$ cat src/rtl/alarm_responder.sv
// Alarm consumer: synchronise/debounce the detector alarm, drive siren and lamp until
// acknowledged, escalate on timeout. Optional ALARM_RESP_AUTOREARM_EN re-arms from ACKED.
module alarm_responder #(
  parameter int DEBOUNCE    = 4,
  parameter int BLINK_HALF  = 8,
  parameter int ESC_TIMEOUT = 64
) (
  input  logic       clk,
  input  logic       rst_n,
  input  logic       alarm_in,
  input  logic       ack,
  input  logic       clear,
  output logic       siren,
  output logic       lamp,
  output logic       escalate,
  output logic [7:0] event_count,
  output logic [2:0] state
);

  typedef enum logic [2:0] {
    S_IDLE   = 3'd0,
    S_ARMING = 3'd1,
    S_ALERT  = 3'd2,
    S_ESC    = 3'd3,
    S_ACKED  = 3'd4
  } state_t;

  localparam logic [7:0]  DEB_LAST   = 8'(DEBOUNCE - 1);
  localparam logic [15:0] BLINK_LAST = 16'(BLINK_HALF - 1);
  localparam logic [15:0] ESC_LAST   = 16'(ESC_TIMEOUT - 1);

  state_t      state_q, state_d;
  logic [1:0]  sync_q, sync_d;
  logic [7:0]  deb_cnt_q, deb_cnt_d;
  logic [15:0] blink_cnt_q, blink_cnt_d;
  logic [15:0] esc_cnt_q, esc_cnt_d;
  logic        phase_q, phase_d;
  logic [7:0]  event_count_q, event_count_d;
  logic        alarm_s;
`ifdef ALARM_RESP_AUTOREARM_EN
  logic [7:0]  rearm_cnt_q, rearm_cnt_d;
`endif

  assign alarm_s = sync_q[1];

  always_comb begin
    state_d       = state_q;
    sync_d        = {sync_q[0], alarm_in};
    deb_cnt_d     = deb_cnt_q;
    blink_cnt_d   = blink_cnt_q;
    esc_cnt_d     = esc_cnt_q;
    phase_d       = phase_q;
    event_count_d = event_count_q;
`ifdef ALARM_RESP_AUTOREARM_EN
    rearm_cnt_d   = '0;
`endif
    case (state_q)
      S_IDLE: begin
        if (alarm_s) begin
          state_d   = S_ARMING;
          deb_cnt_d = 8'd1;
        end
      end
      S_ARMING: begin
        if (!alarm_s) begin
          state_d   = S_IDLE;
          deb_cnt_d = '0;
        end else if (deb_cnt_q == DEB_LAST) begin
          state_d     = S_ALERT;
          deb_cnt_d   = '0;
          esc_cnt_d   = '0;
          blink_cnt_d = '0;
          phase_d     = 1'b1;
          if (event_count_q != 8'hff) event_count_d = event_count_q + 8'd1;
        end else begin
          deb_cnt_d = deb_cnt_q + 8'd1;
        end
      end
      S_ALERT: begin
        esc_cnt_d = esc_cnt_q + 16'd1;
        if (blink_cnt_q == BLINK_LAST) begin
          blink_cnt_d = '0;
          phase_d     = ~phase_q;
        end else begin
          blink_cnt_d = blink_cnt_q + 16'd1;
        end
        // ack outranks the timeout when both land on the same cycle
        if (ack)                        state_d = S_ACKED;
        else if (esc_cnt_q == ESC_LAST) state_d = S_ESC;
      end
      S_ESC: begin
        if (ack) state_d = S_ACKED;
      end
      S_ACKED: begin
`ifdef ALARM_RESP_AUTOREARM_EN
        // consecutive quiet cycles; DEBOUNCE of them re-arms without clear
        if (!alarm_s) begin
          rearm_cnt_d = rearm_cnt_q + 8'd1;
          if (rearm_cnt_q == DEB_LAST) state_d = S_IDLE;
        end
`endif
        if (clear && !alarm_s) state_d = S_IDLE;
      end
      default: state_d = S_IDLE;
    endcase
  end

  always_ff @(posedge clk or negedge rst_n) begin
    if (!rst_n) begin
      state_q       <= S_IDLE;
      sync_q        <= '0;
      deb_cnt_q     <= '0;
      blink_cnt_q   <= '0;
      esc_cnt_q     <= '0;
      phase_q       <= 1'b0;
      event_count_q <= '0;
`ifdef ALARM_RESP_AUTOREARM_EN
      rearm_cnt_q   <= '0;
`endif
    end else begin
      state_q       <= state_d;
      sync_q        <= sync_d;
      deb_cnt_q     <= deb_cnt_d;
      blink_cnt_q   <= blink_cnt_d;
      esc_cnt_q     <= esc_cnt_d;
      phase_q       <= phase_d;
      event_count_q <= event_count_d;
`ifdef ALARM_RESP_AUTOREARM_EN
      rearm_cnt_q   <= rearm_cnt_d;
`endif
    end
  end

  assign siren       = (state_q == S_ALERT) ? phase_q : (state_q == S_ESC);
  assign lamp        = (state_q == S_ALERT) || (state_q == S_ESC) || (state_q == S_ACKED);
  assign escalate    = (state_q == S_ESC);
  assign event_count = event_count_q;
  assign state       = state_q;

endmodule

$ cat config.mk
export PLATFORM = sky130hd
export DESIGN_NAME = alarm_responder
export DESIGN_NICKNAME = d
export VERILOG_FILES = /design/src/rtl/alarm_responder.sv
export SDC_FILE = /design/constraint.sdc
export NUM_CORES = 1
export LEC_CHECK = 0
export ABC_AREA = 0
export CAP_MARGIN = 20
export CELL_PAD_IN_SITES_DETAIL_PLACEMENT = 0
export CELL_PAD_IN_SITES_GLOBAL_PLACEMENT = 2
export CORE_ASPECT_RATIO = 2
export CORE_MARGIN = 3
export CORE_UTILIZATION = 40
export DETAILED_ROUTE_END_ITERATION = 16
export HOLD_SLACK_MARGIN = 0.1
export PLACE_DENSITY_LB_ADDON = 0.05
export SYNTH_ARGS = -nofsm -noshare
export SYNTH_HDL_FRONTEND = slang
export SYNTH_SLANG_ARGS = --single-unit
$ cat constraint.sdc
create_clock -name clk -period 5.36 [get_ports clk]
set_input_delay 0.804 -clock clk [delete_from_list [all_inputs] [get_ports clk]]
set_output_delay 0.804 -clock clk [all_outputs]
set_load 0.05 [all_outputs]
==> flow_summary_export.csv <==
group,metric,value,unit
synthesis,async_flop_share,100.0,%
sta,setup_viol,0,
cells_and_area,fin_area,3247,um2
critical_path,arrival,2.11,ns
cells_and_area,drive_gt1_share,5.380,%
power,pwr-share-seq,39.4,%
synthesis,synth_xor_area_share,6.820,%
synthesis,yosysSeqAreaShare,47.83,%
cells_and_area,nNetsFinal,324,
clock_tree,path_clk_slew,0.07,ns
critical_path,start_kind,"register",
power,finalPower,1.423,mW
drt,wirelength,6564,um
sta,post-route-period-util,54.29,%
clock_tree,clk_latency,0.29,ns
global_routing,grt_max_degree,55,
synthesis,yosysWarnings,0,
sta,fin_skew,0.002572,ns
critical_path,crit_type,"register to primary output",
critical_path,crit_fanout,11,
clock_tree,cts.repair.resized,0,
cells_and_area,num-fill-cells,706,
cells_and_area,final_util,48.27,%
clock_tree,clock_path_buffers,2,
clock_tree,cts_tree,"done",
floorplan,die-area,8168,um2
global_routing,grt_use_total,17.33,%
synthesis,synth_area,2825,um2
sta,fin_setup_tns,0,ns
global_routing,grt_pass1_vias,2247,
sta,fin_crit,2.910,ns
placement,dpl.cell_count,396,
drt,vias,2279,
clock_tree,cts_inserted_buffers,5,
floorplan,fp.dieH,124.9,um
drt,drt_pass1_iterations,4,
drt,viasPerCell,5.641,
global_routing,antenna_found_initial,0,
clock_tree,cts_hold_buf,0,
power,p_int,0.8677,mW
floorplan,placementRows,42,
synthesis,ys.flop_type,"dfrtp_1",
global_routing,gr-total-overflow,0,
power,ir_worst_vdd,0.1922,mV
clock_tree,root_buffer,"clkbuf_16",
sta,grt_setup_unrepaired,"false",
sta,final.setup.worst_slack,2.450,ns
drt,drt_iter0_markers,143,
cells_and_area,area_growth,14.92,%
drt,ant_nets,0,
global_routing,grt_pass1_wl,11100,um
critical_path,endpoint_kind,"primary output",
synthesis,ys_ff_latch,54,
floorplan,start_util,42.00,%
power,switching_power,0.5555,mW
sta,max-slew-margin-rel,35.67,%
floorplan,ios,19,
power,power_frac_comb,34.7,%
synthesis,synth_cell_types,48,
synthesis,synth-simple-area-share,26.44,%
power,p_clk_share,25.9,%
placement,post_dp_cell_area,3080,um2
placement,portBuffers,18,
outcome,status,"completed",
sta,maxSlewViolCount,0,
sta,tightest_slew,0.9592,ns
critical_path,crit_required,4.56,ns
synthesis,synthTopCellsByArea,"dfrtp_1 48%, nand2_1 4.1%, xnor2_1 4.0%",
synthesis,netlist_instances,298,
synthesis,synth_area_leader_cell,"dfrtp_1",
sta,maxClockFrequency,0.3437,GHz
clock_tree,postCtsSetupBuffers,0,
floorplan,core,6726,um2
placement,place_ws,2.748,ns
power,p_leak,1.375,nW
power,powerDensity,438.3,nW/um2
synthesis,synth.top_cell.area_share,47.83,%
synthesis,yosys-mux-area-fraction,0.7972,%
sta,whs,0.3496,ns
synthesis,synth-edff-count,0,
floorplan,dieWidth,65.43,um
placement,gp_congestion,0.7947,
placement,hpwl,4686,um
sta,final_hold_viol_count,0,
cells_and_area,n_antenna_cell,0,
drt,routedWlPerCell,16.25,um
clock_tree,clock-sinks,54,
drt,drc,0,
cells_and_area,instances_no_fill,404,
power,switching_share,39.03,%
hold_path,hp-class,"register to register",
clock_tree,htreeDepth,2,
synthesis,synth_top_family_by_area,"simple AND/OR/NAND/NOR gates",
job,drv_cap,0,
synthesis,synthAdderAreaFrac,1.771,%
synthesis,synth_compound_area_share,13.95,%
synthesis,synth_nets,307,
synthesis,synth_area_per_cell,9.481,um2
==> sequential cells by signal, summed over array words and instances, names as in the netlist <==
register,cells
blink_cnt_q,16
esc_cnt_q,16
deb_cnt_q,8
event_count,8
state,3
sync_q,2
phase_q,1
==> routing by layer <==
metal  vias up  part of all wire (%)  GRT usage [%]  wire (um)
met1      1102                    40          20.14       2596
li1       1119                     -              -          -
met5         -                     0              0          0
met4         0                   2.3          8.068        151
met3        14                   2.7          2.708        175
met2        44                    55          30.13       3641
==> logic make-up after synthesis <==
logic type | after synthesis
buffers and inverters | 15
multiplexers | 2
AO/OA/AOI/OAI | 62
flip-flops | 54
AND/OR/NAND/NOR | 139
adder cells (fa/ha/maj) | 4
XOR/XNOR | 22
==> final timing paths <==
kind / from / endpoint / slack [ns] / depth (start not counted)
min: sync_q[0] / sync_q[1] / 0.35 / 0
min reg2reg: sync_q[0] / sync_q[1] / 0.35 / 0
max: state[1] / escalate / 2.45 / 3
max reg2reg: deb_cnt_q[0] / esc_cnt_q[14] / 2.79 / 6
min in group asynchronous: rst_n / blink_cnt_q[11] / 0.63 / 2
max in group asynchronous: rst_n / esc_cnt_q[11] / 4.26 / 2
==> critical path, cell delays in order, from the launching register on <==
cell and delay, ns:
dfrtp_1 0.51, nor2b_1 0.33, and2_1 0.17, clkdlybuf4s50_1 0.79
==> cell usage after synthesis, types with 2 or more instances <==
cell,n
clkbuf_1,4
xnor2_1,13
xor2_1,9
a31oi_1,6
nor4_1,5
nor4b_1,2
buf_2,6
a22o_1,3
and4_1,3
a21oi_1,13
o21a_1,2
and3_1,10
nand2b_1,3
nor3_1,9
nor2b_1,2
nand4_1,12
and2_1,4
nor4bb_1,2
ha_1,4
o22a_1,2
dfrtp_1,54
o21ai_0,22
nor2_1,28
nor3b_1,2
a21o_1,3
or4_1,2
inv_1,4
nand2_1,31
nand3_1,12
a32o_1,2
or3_1,7
==> power groups by stage <==
stage | clock network, mW | logic [mW] | registers [mW]
floorplan | 0 | 0.325 | 0.587
global placement | 0 | 0.500 | 0.567
detailed placement | 0 | 0.501 | 0.570
CTS | 0.380 | 0.502 | 0.563
global route | 0.394 | 0.550 | 0.578
finish | 0.368 | 0.494 | 0.561
==> cell usage in the layout, fill, tap and decap left out, types with 2 or more instances in the layout <==
| cell | count |
|---|---|
| buf_4 | 3 |
| o21a_1 | 2 |
| a31oi_1 | 6 |
| a21oi_1 | 13 |
| nand2b_1 | 3 |
| xor2_1 | 9 |
| nor4b_1 | 2 |
| clkbuf_16 | 5 |
| ha_1 | 4 |
| clkdlybuf4s50_1 | 17 |
| o22a_1 | 2 |
| dfrtp_1 | 54 |
| a21o_1 | 3 |
| nor3b_1 | 2 |
| nor3_1 | 9 |
| a22o_1 | 3 |
| and3_1 | 10 |
| inv_1 | 4 |
| o21ai_0 | 22 |
| or3_1 | 7 |
| nor2_1 | 28 |
| and4_1 | 3 |
| and2_1 | 4 |
| nand2_1 | 31 |
| a32o_1 | 2 |
| nor4_1 | 5 |
| xnor2_1 | 13 |
| nor2b_1 | 2 |
| nand4_1 | 12 |
| nand3_1 | 12 |
| nor4bb_1 | 2 |
| or4_1 | 2 |
==> cell type report <==
cell class	count	area (um2)	share of cell area [%]
multi-input combinational	229	1406	43.31
sequential	54	1351	41.62
timing repair buffer	21	197.7	6.089
clock buffer	6	128.9	3.969
tap	88	110.1	3.391
clock inverter	2	37.54	1.156
inverter	4	15.01	0.4624
No activity file was read; power rests on OpenSTA's default activity.
